**config.mk**
```make
export PLATFORM = sky130hd
export DESIGN_NAME = decode_queue
export DESIGN_NICKNAME = d
export VERILOG_FILES = /design/src/rtl/decode_queue.sv
export SDC_FILE = /design/constraint.sdc
export NUM_CORES = 1
export LEC_CHECK = 0
export CORE_MARGIN = 5
export CORE_UTILIZATION = 56
export CTS_BUF_LIST = sky130_fd_sc_hd__clkbuf_8 sky130_fd_sc_hd__clkbuf_16
export CTS_CLUSTER_SIZE = 25
export DETAILED_ROUTE_END_ITERATION = 8
export PLACE_DENSITY = 0.9
export SLEW_MARGIN = 20
export SYNTH_ARGS = -nofsm -noshare
export SYNTH_HDL_FRONTEND = slang
export SYNTH_SLANG_ARGS = --single-unit
```
**constraint.sdc**
```tcl
create_clock -name clk -period 4.6 [get_ports clk]
set_clock_uncertainty 0.1 [all_clocks]
set_input_delay 0.92 -clock clk [delete_from_list [all_inputs] [get_ports clk]]
set_output_delay 0.92 -clock clk [all_outputs]
set_load 0.03 [all_outputs]
```
**src/rtl/decode_queue.sv**
```systemverilog
// Buffered ARM-style instruction decode stage: a DEPTH-entry valid/ready FIFO feeding a
// registered output stage that carries type/subtype classification and the condition result.
module decode_queue #(
  parameter int DEPTH   = 4,
  parameter int TAG_W   = 32,
  parameter int COND_EN = 1
) (
  input  logic                       clk,
  input  logic                       rst_n,
  input  logic                       flush,
  input  logic                       in_valid,
  output logic                       in_ready,
  input  logic [31:0]                in_instr,
  input  logic [TAG_W-1:0]           in_tag,
  input  logic [3:0]                 flags,
  output logic                       out_valid,
  input  logic                       out_ready,
  output logic [31:0]                out_instr,
  output logic [TAG_W-1:0]           out_tag,
  output logic [1:0]                 instr_type,
  output logic [2:0]                 data_instr_type,
  output logic [1:0]                 mem_instr_type,
  output logic [1:0]                 jmp_instr_type,
  output logic                       cond_pass,
  output logic [$clog2(DEPTH+1)-1:0] level
);

  localparam int PW = (DEPTH > 1) ? $clog2(DEPTH) : 1;
  localparam int LW = $clog2(DEPTH + 1);

  logic [31:0]      fifo_instr [DEPTH];
  logic [TAG_W-1:0] fifo_tag   [DEPTH];
  logic [PW-1:0]    wr_ptr, rd_ptr;
  logic [LW-1:0]    count;

  logic push_ok, pop, bypass, wr_en, load, out_free, fifo_empty;

  logic [31:0]      ld_instr_p0;
  logic [TAG_W-1:0] ld_tag_p0;
  logic [1:0]       ld_type_p0;
  logic [2:0]       ld_data_p0;
  logic [1:0]       ld_mem_p0;
  logic [1:0]       ld_jmp_p0;
  logic             ld_cond_p0;

  function automatic logic cond_eval(input logic [3:0] cond, input logic [3:0] f);
    logic n, z, c, v;
    {n, z, c, v} = f;
    case (cond)
      4'h0:    cond_eval = z;
      4'h1:    cond_eval = !z;
      4'h2:    cond_eval = c;
      4'h3:    cond_eval = !c;
      4'h4:    cond_eval = n;
      4'h5:    cond_eval = !n;
      4'h6:    cond_eval = v;
      4'h7:    cond_eval = !v;
      4'h8:    cond_eval = c & !z;
      4'h9:    cond_eval = !c | z;
      4'hA:    cond_eval = (n == v);
      4'hB:    cond_eval = (n != v);
      4'hC:    cond_eval = !z & (n == v);
      4'hD:    cond_eval = z | (n != v);
      4'hE:    cond_eval = 1'b1;
      default: cond_eval = 1'b0;
    endcase
  endfunction

  function automatic logic [2:0] data_sub(input logic b25, input logic b7, input logic b4);
    if (b25)      data_sub = 3'b001;
    else if (!b4) data_sub = 3'b010;
    else if (b7)  data_sub = 3'b011;
    else          data_sub = 3'b100;
  endfunction

  // in_ready depends on the registered count only, so a full queue never admits a push
  assign in_ready   = (count != LW'(DEPTH));
  assign fifo_empty = (count == '0);
  assign out_free   = !out_valid || out_ready;
  assign push_ok    = in_valid && in_ready && !flush;
  assign pop        = out_free && !fifo_empty && !flush;
  assign bypass     = push_ok && fifo_empty && out_free;
  assign wr_en      = push_ok && !bypass;
  assign load       = pop || bypass;
  assign level      = count;

  // Stage p0: select the entry being loaded and decode it
  always_comb begin
    ld_instr_p0 = pop ? fifo_instr[rd_ptr] : in_instr;
    ld_tag_p0   = pop ? fifo_tag[rd_ptr]   : in_tag;
    ld_type_p0  = 2'b00;
    ld_data_p0  = 3'b000;
    ld_mem_p0   = 2'b00;
    ld_jmp_p0   = 2'b00;
    case (ld_instr_p0[27:26])
      2'b00: begin
        ld_type_p0 = 2'b01;
        ld_data_p0 = data_sub(ld_instr_p0[25], ld_instr_p0[7], ld_instr_p0[4]);
      end
      2'b01: begin
        ld_type_p0 = 2'b10;
        ld_mem_p0  = ld_instr_p0[25] ? 2'b10 : 2'b01;
      end
      2'b10: begin
        ld_type_p0 = 2'b11;
        ld_jmp_p0  = ld_instr_p0[25] ? (ld_instr_p0[24] ? 2'b10 : 2'b01) : 2'b00;
      end
      default: ld_type_p0 = 2'b00;
    endcase
    ld_cond_p0 = (COND_EN != 0) ? cond_eval(ld_instr_p0[31:28], flags) : 1'b1;
  end

  always_ff @(posedge clk) begin
    if (wr_en) begin
      fifo_instr[wr_ptr] <= in_instr;
      fifo_tag[wr_ptr]   <= in_tag;
    end
  end

  always_ff @(posedge clk or negedge rst_n) begin
    if (!rst_n) begin
      wr_ptr <= '0;
      rd_ptr <= '0;
      count  <= '0;
    end else if (flush) begin
      wr_ptr <= '0;
      rd_ptr <= '0;
      count  <= '0;
    end else begin
      if (wr_en) wr_ptr <= wr_ptr + PW'(1);
      if (pop)   rd_ptr <= rd_ptr + PW'(1);
      count <= count + LW'(wr_en) - LW'(pop);
    end
  end

  // Stage p1: registered decode record presented to execute
  always_ff @(posedge clk or negedge rst_n) begin
    if (!rst_n) begin
      out_valid       <= 1'b0;
      out_instr       <= '0;
      out_tag         <= '0;
      instr_type      <= '0;
      data_instr_type <= '0;
      mem_instr_type  <= '0;
      jmp_instr_type  <= '0;
      cond_pass       <= 1'b0;
    end else if (flush) begin
      out_valid <= 1'b0;
    end else if (load) begin
      out_valid       <= 1'b1;
      out_instr       <= ld_instr_p0;
      out_tag         <= ld_tag_p0;
      instr_type      <= ld_type_p0;
      data_instr_type <= ld_data_p0;
      mem_instr_type  <= ld_mem_p0;
      jmp_instr_type  <= ld_jmp_p0;
      cond_pass       <= ld_cond_p0;
    end else if (out_ready) begin
      out_valid <= 1'b0;
    end
  end

endmodule

```
==> Word-level counts from Yosys, hierarchy flattened <==
Memory sizes are Yosys's and may differ from the RTL's.
Index checks and enable logic that the tools add are counted.
{ "op_classes": {"n_bitwise": 5, "n_eq_ne": 19, "add_sub_neg": 4, "reduce_logical": 24, "mux": 23} }
{ "ops": {"columns": ["op", "n"], "rows": [
  ["two-way mux 32 bit", 2],
  ["== test 4 bit, second input constant", 7],
  ["two-way mux 2 bit", 9],
  ["== test 4 x 3 -> 1 bit, second input constant", 4],
  ["two-way mux 3 bit", 5],
  ["case mux 1 bit (15 select lines)", 1],
  ["== test 4 x 2 -> 1 bit, second input constant", 2],
  ["logical NOT 1 bit", 8],
  ["logical AND 1 bit", 7],
  ["case mux 2 bit (3 select lines)", 1],
  ["two-way mux 1 bit", 5],
  ["adder 2 x 1 -> 2 bit, second input constant", 2],
  ["== test 4 x 1 -> 1 bit, second input constant", 1],
  ["logical NOT 4 bit", 1],
  ["nonzero test 2 bit", 2],
  ["adder 3 x 1 -> 3 bit", 1],
  ["logical NOT 3 bit", 1],
  ["!= test 3 bit, second input constant", 1],
  ["nonzero test 3 bit", 1],
  ["subtractor 3 x 1 -> 3 bit", 1],
  ["AND 1 bit", 2],
  ["== test 2 x 1 -> 1 bit, second input constant", 1],
  ["== test 2 bit, second input constant", 1],
  ["logical NOT 2 bit", 1],
  ["6 further kinds", 8]
]} }
{ "word_totals": {"output_inout_bits": 79, "n_memories": 2, "input_bits": 73, "wordCells": 88, "mem_bits_rw": 256, "register_bits": 82} }
{ "mem_list": {"columns": ["name", "words", "width", "read_ports", "rd_clocked_by_memory_dff", "write_ports", "line", "source"], "rows": [
  ["fifo_instr", 4, 32, 1, 0, 1, "31", "logic [31:0] fifo_instr [DEPTH];"],
  ["fifo_tag", 4, 32, 1, 0, 1, "32", "logic [TAG_W-1:0] fifo_tag [DEPTH];"]
]} }

==> Longest topological paths before layout <==
Gate-level depths: netlist of the first run.
{ "depth": {"depth_word": 10, "mapped_depth": 14, "depth_no_buf": 12} }

==> Worst setup path before layout of the first run <==
No wires, ideal clock.
{ "synth_path": {"path_kind": "input to register", "startpoint": "input out_ready", "endpoint": "memory fifo_instr[0][0], enable pin", "path_slack_ps": 744, "t_arrival_ps": 3328, "cell_stages": 6, "setup_time_ps": 429, "n_path_buf": 2, "required_time_ps": 4071, "path_cell_list": "nand2b_1 clkbuf_1 o21ai_0 and3_1 clkbuf_1 and2_1"} }
{ "synth_between": {"elab_chain_len": 6} }
{ "synth_lines": {"columns": ["element", "line", "source"], "rows": [
  ["start: declaration", "17", "input logic out_ready,"],
  ["logical OR 1 bit", "79", "assign out_free = !out_valid || out_ready;"],
  ["logical AND 1 bit", "82", "assign bypass = push_ok && fifo_empty && out_free;"],
  ["logical NOT 1 bit", "83", "assign wr_en = push_ok && !bypass;"],
  ["logical AND 1 bit", "83", null],
  ["two-way mux 1 bit", "114", "if (wr_en) begin"],
  ["two-way mux 1 bit (implied by the code)", "115", "fifo_instr[wr_ptr] <= in_instr;"],
  ["end: declaration", "31", null]
]} }
Every way passes these cells.

==> Final worst setup path of the first run <==
{ "layout_path": {"startpoint": "input out_ready", "endpoint": "register data_instr_type[2]"} }
{ "layout_between": {"elab_chain_len": 8, "elab_cells_between_ends": 12, "cone_classes": "5 x mux; 7 x reduce/logical"} }
{ "layout_lines": {"columns": ["element", "line", "source"], "rows": [
  ["logical OR 1 bit (*)", "79", null],
  ["logical AND 1 bit (2 in series)", "81", "assign pop = out_free && !fifo_empty && !flush;"],
  ["two-way mux 32 bit", "89", "ld_instr_p0 = pop ? fifo_instr[rd_ptr] : in_instr;"],
  ["two-way mux 3 bit", "72", "else if (b7) data_sub = 3'b011;"],
  ["two-way mux 3 bit", "71", "else if (!b4) data_sub = 3'b010;"],
  ["two-way mux 3 bit", "70", "if (b25) data_sub = 3'b001;"],
  ["two-way mux 3 bit", "95", "case (ld_instr_p0[27:26])"],
  ["end signal: assignment", "154", "data_instr_type <= ld_data_p0;"],
  ["end: declaration", "21", "output logic [2:0] data_instr_type,"]
]} }
Every way passes the cells marked *; elsewhere a longest branch is shown, timed or not.
A chain may end at the register's enable or synchronous reset.

==> results of run 1 <==
[cells in the final DEF, fill, tap and decap left out, types with 3 or more instances in the layout]
master             n
edfxtp_1         256
nand2_1          153
clkdlybuf4s50_1  150
dfrtp_1           80
nor2_1            68
mux4_2            64
a31oi_1           57
clkbuf_16         37
inv_1             23
o21ai_0           14
buf_4             14
ha_1              10
o31ai_1            9
mux2i_1            8
nor2b_1            4
and2_4             4
xor2_1             4
nor3_1             4
nand2b_1           3
and3_1             3
nand3_1            3
nand4_1            3
a21oi_1            3
bufinv_16          3
clkinv_1           3
buf_12             3
[sequential cells by signal, summed over array words and instances (netlist names)]
name and flops:
fifo_instr 128, fifo_tag 128, out_instr 32, out_tag 32, data_instr_type 3, level 3, instr_type 2, jmp_instr_type 2
mem_instr_type 2, rd_ptr 2, wr_ptr 2, cond_pass 1, out_valid 1
[metrics by stage]
stage / setup WS, ps / hold WS [ps] / power, mW / utilization / area [µm²]
detailed placement: 692 / 363 / 7.21 / 0.650 / 15300
global route: 851 / 371 / 10.3 / 0.697 / 16400
global placement: 844 / 358 / 7.11 / 0.650 / 15300
finish: 1060 / 347 / 9.86 / 0.697 / 16400
CTS: 1140 / 347 / 9.93 / 0.696 / 16400
floorplan: 744 / 479 / 6.03 / - / 13400
[Yosys cell counts, drive strengths merged (8+ instances only)]
| master | instances | area, µm² |
|---|---|---|
| a31oi | 57 | 357 |
| buf | 17 | 82.6 |
| clkbuf | 31 | 116 |
| dfrtp | 82 | 2050 |
| edfxtp | 256 | 7690 |
| ha | 10 | 125 |
| inv | 10 | 37.5 |
| mux2i | 8 | 80.1 |
| mux4 | 65 | 1470 |
| nand2 | 153 | 574 |
| nor2 | 69 | 259 |
| o21ai | 14 | 70.1 |
| o31ai | 9 | 67.6 |
[metal layers]
metal,share of wire,track usage
met4,0.041,0.0930
met5,0.00072,0
met3,0.073,0.0474
met2,0.50,0.363
met1,0.38,0.290
[power by group]
group          switching [mW]  leakage [nW]  internal, mW
combinational            1.83          1.92          1.30
sequential              0.275          3.26          3.75
clock                    1.09         0.586          1.61
total                    3.20          5.77          6.66
[final timing paths]
kind,from,depth (start not counted),endpoint,slack [ps]
min in group clk,out_instr[28],2,out_instr[28],380
worst max-delay path,out_ready,9,data_instr_type[2],1060
max in group asynchronous,rst_n,2,rd_ptr[0],3050
worst min register to register,out_instr[28],2,out_instr[28],380
worst min-delay path,rst_n,1,out_instr[15],350
worst max register to register,level[1],8,data_instr_type[2],1450
[kinds of logic after synthesis]
family | after synthesis
AOI/OAI and AO/OA | 95
xor gates and xnor gates | 5
adders and majority gates | 11
buffers and inverters | 58
DFF | 338
muxes | 74
and+or+nand+nor | 256
[final cells by class]
cell class	instances	area, µm²	share of cell area
antenna	2	5.00	0.000305
inverter	10	37.5	0.00229
timing repair buffer	167	1670	0.102
tap	319	399	0.0243
sequential	338	9750	0.594
multi-input combinational	441	3440	0.210
clock inverter	24	179	0.0109
clock buffer	37	926	0.0565
==> metrics.md, run 1 <==
| Metric | Value |
|---|---|
| Ys flop type | edfxtp_1 |
| Power Dens Cells | 601 nW/µm² |
| IO Count | between 150 and 200 |
| Per-cell routed wire length | 21.8 µm |
| Worst path bufs/invs | 3 |
| Async SR Flop Fraction | 0.243 |
| Clk sinks | 338 |
| Initial DRC count | approximately 760 |
| Crit. End Element | register |
| Die boundary width | 165 µm |
| Clock slew at reported path FFs | 70 ps |
| Share of layout cells above drive strength 1 | 0.136 |
| Mux contribution to synthesized area | 0.117 |
| Outcome | completed |
| Crit Path Class | in -> reg |
| Clock Latency Late Sink | 500 ps |
| Clock Tree Root | clkbuf_16 |
| Post-Syn Nets | a little over 900 |
| Sequential area share after synthesis | 0.727 |
| DP Wirelength | 17500 µm |
| Critical Path Max Stage Delay | 470 ps |
| Vias per cell | 5.97 |
| HP Class | in -> async |
| CTS buffer count | 34 |
| GR Overflow Total | 0 |
| Max-cap violation count | 0 |
| Cells after Synth | 837 |
| Crit path time final | 3540 ps |
| Vias in the first global route | about 8.3k |
| Setup Buffers After CTS | 0 |
| Final Hold Vio Count | 0 |
| First-pass GRT wire length | about 46000 µm |
| Antenna Nets Post-Route | 0 |
| CP Max Fanout | 26 |
| Slew Limit Headroom | 0.381 |
| Post-Layout Cell Count | 1338 |
| Compound-Gate Fraction of Synth Area | 0.0458 |
| Drt total wl | 29200 µm |
| Core Footprint | 23500 µm² |
| Num rows | 56 |
| # hold bufs at CTS | 0 |
| Final Slew Violations | 0 |
| IO buf count | 151 |
| DRC | 0 |
| RSZ-0062 raised after global routing | no |
| Critical Path Source Type | primary input |
| Setup violators final | 0 |
| TritonCTS clock tree | yes |
| Initial core utilization | 0.569 |
| Routability Congestion | 0.834 |
| EDFF count, synth | 256 |
| Synthesized cell area | 13400 µm² |
| Synthesized flop and latch total | around 340 |
| Synth warn | 0 |
| Distinct cell type count of the synthesized netlist | 46 |
| Area Growth Syn to Fin | 22.4% |
| Data required time at the worst endpoint | between 4000 and 5000 ps |
| Total GRT Usage | 0.221 |
| # nets final | 1076 |
| Fin crit share | 0.769 |
| Main combinational cell family by area after synthesis | multiplexers |
| Fmax achieved | 283 MHz |
| Die H | around 160 µm |
| Crit-path cells | clkdlybuf4s50_1, nand2b_1, nand3_4, inv_2, buf_4, mux2i_1, ha_1, nand2_1, o41ai_1 |
| Avg Inst Size Synth | 16.0 µm² |
| Post-Synth Simple-Gate Area | 0.0790 |
| Drt first pass iters | 5 |
| CTS max path bufs | 3 |
| Worst Tran Pin Value | 929 ps |
| Initial antenna violation count | 3 |
| Leakage power | 5.77 nW |
| Die area | 27100 µm² |
| Peak supply drop | 0.332 mV |
| Post-synthesis adder-cell area fraction | 0.0108 |
| Total negative slack | 0 ps |
| Xor and xnor fraction of the mapped netlist area | 0.00327 |
| Arrival time worst endpoint | 3810 ps |
| Fill cells | 1495 |
| H-tree depth | 2 |
| Crit path max-delay family | buffers and inverters |
| DR vias | approximately 8k |
| DP Cell Count | roughly 1.3k |
| Crit path max-delay cell type | clkdlybuf4s50_1 |
| Resized cells post-CTS | 0 |
| Largest net degree at the start of global routing | 87 |
Power figures use the tool's default switching activity.
==> inputs of run 2 (changes only) <==
- CORE_UTILIZATION: 56 -> 51
- PLACE_DENSITY: 0.9 -> 0.86
- clock period: 4.6 -> 2.9 ns (I/O delays scaled with it)
==> run 2 against run 1 <==
  * Routed wire length decreased by 2.6%
  * Sequential cell count stayed put
  * Register-to-register slack worse by 1300 ps
  * Worst hold slack better by 33 ps
  * Design area grew 2.7%
  * Cell count is 2.9% higher
  * Setup slack worse by 900 ps
  * Combinational power grew 64%
  * Sequential power is 58% higher
  * Critical path type is now reg -> reg
==> metrics.md, run 2 (synthesized netlist as in run 1, its figures left out) <==
| Metric | Value |
|---|---|
| Vias in the first global route | 8009 (-4.0%) |
| Peak supply drop | 0.656 mV (+98%) |
| Initial antenna violation count | 2 (-1) |
| IO buf count | 151 (unchanged) |
| Worst Tran Pin Value | 560 ps (-369 ps) |
| Arrival time worst endpoint | 3010 ps (-800 ps) |
| Die area | 29600 µm² (+9.2%) |
| Fin crit share | 0.944 |
| Post-route cell area | 16800 µm² (+2.7%) |
| DP Cell Count | 1314 (+3.1%) |
| Total GRT Usage | 0.193 (-0.0277) |
| Post-route setup slack | 161 ps (-903 ps) |
| Max-cap violation count | 0 (unchanged) |
| Largest regs | fifo_instr x128, fifo_tag x128 |
| Die boundary width | 172 µm (+4.5%) |
| Crit path time final | 2740 ps |
| First-pass GRT wire length | 44500 µm (-3.0%) |
| Clock slew at reported path FFs | 70 ps (about the same) |
| Core Footprint | 26000 µm² (+10%) |
| Per-cell routed wire length | 20.6 µm (-5.4%) |
| Largest net degree at the start of global routing | 68 (-22%) |
| Dpl cell area | 15700 µm² (+2.4%) |
| Leakage power | 5.93 nW (+2.9%) |
| Setup Buffers After CTS | 0 (unchanged) |
| DP Wirelength | 18000 µm (+2.8%) |
| HP Class | reg -> reg |
| Outcome | completed |
| Final Slew Violations | 0 (unchanged) |
| DRC | 0 (unchanged) |
| Resized cells post-CTS | 0 (unchanged) |
| Initial DRC count | 691 (-8.8%) |
| Place WS | -201 ps (-893 ps) |
| Crit path max-delay cell type | mux4_1 |
| Antenna Nets Post-Route | 0 (unchanged) |
| Final core occ | 0.648 (-0.0487) |
| Crit. End Element | register |
| Total power | 15.9 mW (+62%) |
| # hold bufs at CTS | 1 (+1) |
| Initial core utilization | 0.516 (-0.0535) |
| RSZ-0062 raised after global routing | no |
| Share of layout cells above drive strength 1 | 0.167 (+0.0315) |
| Critical Path Max Stage Delay | 570 ps (+100 ps) |
| Clock Tree Root | clkbuf_16 |
| # nets final | 1100 (+2.2%) |
| CTS max path bufs | 3 (unchanged) |
| IO Count | 152 (unchanged) |
| Hold Slack | 380 ps (+32.7 ps) |
| CTS buffer count | 34 (unchanged) |
| Critical Path Source Type | register |
| Clock Latency Late Sink | 500 ps (about the same) |
| Power Dens Cells | 947 nW/µm² (+57%) |
| Vias per cell | 5.70 (-4.4%) |
| Most frequent cells in the layout | edfxtp_1, nand2_1, clkdlybuf4s50_1 |
| TritonCTS clock tree | yes |
| H-tree depth | 2 (unchanged) |
| Post-Layout Cell Count | 1377 (+2.9%) |
| Total negative slack | 0 ps (unchanged) |
| Drt first pass iters | 5 (unchanged) |
| Routability Congestion | 0.813 (-2.5%) |
| Crit-path cells | mux4_2, and4_1, nor2_1, mux4_1, a2111oi_1, a31oi_1 |
| Data required time at the worst endpoint | 3170 ps (-1700 ps) |
| Area Growth Syn to Fin | 25.7% |
| Most common cell after layout, fill and taps aside | edfxtp_1 |
| Fmax achieved | 365 MHz |
| CP Max Fanout | 4 (-85%) |
| Drt total wl | 28400 µm (-2.6%) |
| Slew Limit Headroom | 0.626 (+0.246) |
| Final Hold Vio Count | 0 (unchanged) |
| Crit Path Class | reg -> reg |
| Clk sinks | 338 (unchanged) |
| Die H | 172 µm (+4.5%) |
| Num rows | 59 (+5.4%) |
| DR vias | 7855 (-1.6%) |
| GR Overflow Total | 0 (unchanged) |
| Setup violators final | 0 (unchanged) |
[run 2: cell count changes in the layout (fill, tap and decap cells not counted), sizes merged]
cell,previous run,this run
clkinv,5,8
clkbuf,37,41
inv,24,17
dlygate4sd3,0,1
diode,2,1
buf,17,40
[run 2: final timing paths]
| check | from | endpoint | slack, ps | cells after the start |
|---|---|---|---|---|
| min | out_instr[29] | out_instr[29] | 380 | 2 |
| min in group asynchronous | rst_n | rd_ptr[0] | 490 | 2 |
| max reg2reg | rd_ptr[0] | cond_pass | 160 | 6 |
| max in group asynchronous | rst_n | out_tag[13] | 1550 | 3 |
| min reg2reg | out_instr[29] | out_instr[29] | 380 | 2 |
| max | rd_ptr[0] | cond_pass | 160 | 6 |
[run 2: area by class of cell]
cell class,instances,area (µm²)
Timing Repair Buffer,191,2010
Sequential cell,338,9750
Antenna cell,1,2.50
Clock inverter,20,179
Multi-Input combinational cell,441,3440
Tap cell,335,419
Clock buffer,41,992
Inverter,10,40.0
Fill cell,1778,9150
[run 2: report_power, final]
group | internal (mW) | switching (mW) | total, mW
Combinational | 2.20 | 2.93 | 5.13
Sequential | 5.95 | 0.393 | 6.34
Clock | 2.71 | 1.76 | 4.47
[run 2: metal layers]
layer | track usage | part of all wire
met3 | 0.0341 | 0.067
met5 | 0 | 0.00046
met4 | 0.0519 | 0.021
met2 | 0.329 | 0.51
met1 | 0.261 | 0.40
[run 2: critical path: cells and delay by family, from the launching register on]
family / cells / cell delay, ps
muxes: 2 / 1120
AOI/OAI and AO/OA: 2 / 560
DFF: 1 / 420
and+or+nand+nor: 2 / 400
==> inputs of run 3 (changes only) <==
- CELL_PAD_IN_SITES_DETAIL_PLACEMENT: not set -> 1
- CELL_PAD_IN_SITES_GLOBAL_PLACEMENT: not set -> 2
- CORE_UTILIZATION: 51 -> 37
==> run 3 against run 2 <==
  * Critical path depth stayed put
  * Sequential share of layout area is 0.99 points lower
  * Cell count is 9.9% higher
  * Design area is 1.7% higher
  * Clock-buffer cell count is 1 higher
  * First-iteration DRC count is 52% lower
  * Core utilization is 17 points lower
  * Routed wire length is 14% higher
  * Via count is 0.27% lower
  * Non-clock buffer count is 3 higher
  * Clock power is 8.1% higher
  * Setup slack worse by 24 ps
  * Critical path type unchanged
  * Largest power group unchanged
==> metrics.md, run 3 (synthesized netlist as in run 1, its figures left out) <==
| Metric | Value |
|---|---|
| Clock slew at reported path FFs | 60 ps (about the same) |
| Per-cell routed wire length | 21.4 µm (+3.8%) |
| Largest net degree at the start of global routing | 69 (+1.5%) |
| DR vias | 7834 (-0.27%) |
| CTS buffer count | 38 (+12%) |
| Peak supply drop | 0.458 mV (-30%) |
| H-tree depth | 2 (unchanged) |
| Pint | 11.1 mW (+2.6%) |
| Vias per cell | 5.17 (-9.3%) |
| Fin crit share | 0.953 (+0.00832) |
| Crit. End Element | register |
| Reg2Reg Setup Slack | 140 ps (-20 ps) |
| Total GRT Usage | 0.162 (-0.0313) |
| NetSw | 5.29 mW (+3.9%) |
| Routability Congestion | 0.751 (-7.6%) |
| Setup violators final | 0 (unchanged) |
| Crit path max-delay family | simple AND/OR/NAND/NOR gates |
| Crit-path cells | or3_1, and4_1, nor2_1, mux4_1, a2111oi_1, a31oi_1 |
| Reg power frac | 0.385 (-0.013) |
| Core Footprint | 35700 µm² (+37%) |
| CTS max path bufs | 3 (unchanged) |
| Drt total wl | 32400 µm (+14%) |
| Final core occ | 0.480 (-0.168) |
| Critical Path Source Type | register |
| Area Growth Syn to Fin | 27.8% |
| Worst path bufs/invs | 0 (unchanged) |
| Num rows | 69 (+17%) |
| Antenna Nets Post-Route | 0 (unchanged) |
| Reg2Reg Depth | 6 (unchanged) |
| Die area | 40100 µm² (+35%) |
| # nets final | 1107 (+0.64%) |
| Vias in the first global route | 8735 (+9.1%) |
| Share of layout cells above drive strength 1 | 0.171 (+0.00396) |
| Fmax achieved | 362 MHz (-0.87%) |
| DP Wirelength | 20300 µm (+12%) |
| Initial DRC count | 331 (-52%) |
| Clock Latency Late Sink | 510 ps (about the same) |
| Clk sinks | 338 (unchanged) |
| Final Slew Violations | 0 (unchanged) |
| DRC | 0 (unchanged) |
| Most frequent cells in the layout | edfxtp_1, nand2_1, clkdlybuf4s50_1 |
| Combinational fraction of design power | 0.321 (about the same) |
| Post-route setup slack | 137 ps (-24.1 ps) |
| Initial core utilization | 0.376 (-0.140) |
| CP Max Fanout | 10 (+6) |
| Arrival time worst endpoint | 3040 ps (+30 ps) |
| WP depth | 6 (unchanged) |
| RSZ-0062 raised after global routing | no |
| Max-cap violation count | 0 (unchanged) |
| Data required time at the worst endpoint | 3170 ps (about the same) |
| Die H | 200 µm (+16%) |
| DP Cell Count | 1443 (+9.8%) |
| Crit Path Class | reg -> reg |
| Leakage power | 6.02 nW (+1.4%) |
| Post-Layout Cell Count | 1514 (+9.9%) |
| Final Hold Vio Count | 0 (unchanged) |
| First-pass GRT wire length | 51800 µm (+17%) |
| IO Count | 152 (unchanged) |
| R2R Path Start | level[2] |
| Outcome | completed |
| Worst hold path depth | 2 (unchanged) |
| Critical Path Max Stage Delay | 560 ps (about the same) |
| IO buf count | 151 (unchanged) |
| Largest regs | fifo_instr x128, fifo_tag x128 |
| Worst Tran Pin Value | 724 ps (+164 ps) |
| Slew Limit Headroom | 0.517 (-0.109) |
| TritonCTS clock tree | yes |
| Initial antenna violation count | 5 (+3) |
| Hold Slack | 374 ps (-5.46 ps) |
| Switching Share | 0.322 (+0.00276) |
| Hold wc startpoint | out_instr[24] |
| Clock Tree Root | clkbuf_16 |
| GR Overflow Total | 0 (unchanged) |
| Crit path max-delay cell type | mux4_1 |
| Crit path time final | 2760 ps (+24.1 ps) |
| HP Class | reg -> reg |
| Most common cell after layout, fill and taps aside | edfxtp_1 |
| Worst Hold Endpoint | out_instr[24] |
| Place WS | -191 ps (+10.0 ps) |
| Power Dens Cells | 958 nW/µm² (+1.2%) |
| Die boundary width | 200 µm (+16%) |
| Setup Buffers After CTS | 0 (unchanged) |
| Drt first pass iters | 5 (unchanged) |
| Clock power frac | 0.294 (+0.013) |
| Total power | 16.4 mW (+3.0%) |
| Reg2Reg Capture Point | cond_pass |
[run 3: changes by cell type in the layout (fill, tap and decap cells not counted)]
cell	previous run	this run
inv_1	14	17
buf_8	0	1
clkinv_2	6	7
clkbuf_16	38	39
buf_6	0	1
clkinvlp_4	2	1
buf_4	24	25
bufinv_16	3	5
clkinv_1	2	4
[run 3: timing repair]
item | CTS | global route
gates resized for setup | 1 | 2
hold buffers | 1 | 0
setup endpoints to repair | 2 | 2
endpoints found under the hold margin | 14 | 0
[run 3: worst reg2reg max path, cell delays in order, from the launching register on]
cell       delay, ps
dfrtp_2          450
or3_1            540
and4_1           260
nor2_1           170
mux4_1           560
a2111oi_1        410
a31oi_1          140
[run 3: final cells by class]
class,instances,area (µm²)
Multi-Input combinational cell,441,3440
Sequential cell,338,9750
Fill cell,3460,18500
Timing Repair Buffer,194,2050
Tap cell,461,577
Clock inverter,27,255
Antenna cell,1,2.50
Inverter,10,40.0
Clock buffer,42,1020
[run 3: worst max path at each step]
stage / start / to / slack, ps
3_5_place_dp: out_ready / cond_pass / -190
2_1_floorplan: level[1] / level[2] / 10
5_1_grt: level[2] / cond_pass / 7
6_report: level[2] / cond_pass / 140
4_1_cts: rd_ptr[0] / data_instr_type[2] / 60
3_3_place_gp: out_ready / cond_pass / -160
[run 3: metrics by stage]
step / setup TNS [ps] / area, µm²
after global placement: -285 / 15800
after floorplan: 0 / 13400
after global routing: 0 / 17100
after detailed placement: -402 / 15800
after CTS: 0 / 17100
final: 0 / 17100
[run 3: power groups by stage]
stage	Combinational (mW)	Clock [mW]	Sequential, mW
after floorplan	2.23	0	7.35
after global placement	5.22	0	6.38
after detailed placement	5.33	0	6.42
after CTS	5.37	4.97	6.34
after global routing	5.67	5.21	6.40
final	5.27	4.83	6.32
[run 3: metal layers]
metal  global-route usage  vias to the layer above  share of wire
met5                    0                        -         0.0019
met4               0.0371                        8          0.017
met3               0.0325                       50          0.044
met2                0.282                      159           0.50
met1                0.211                     4066           0.43
li1                     -                     3551              -
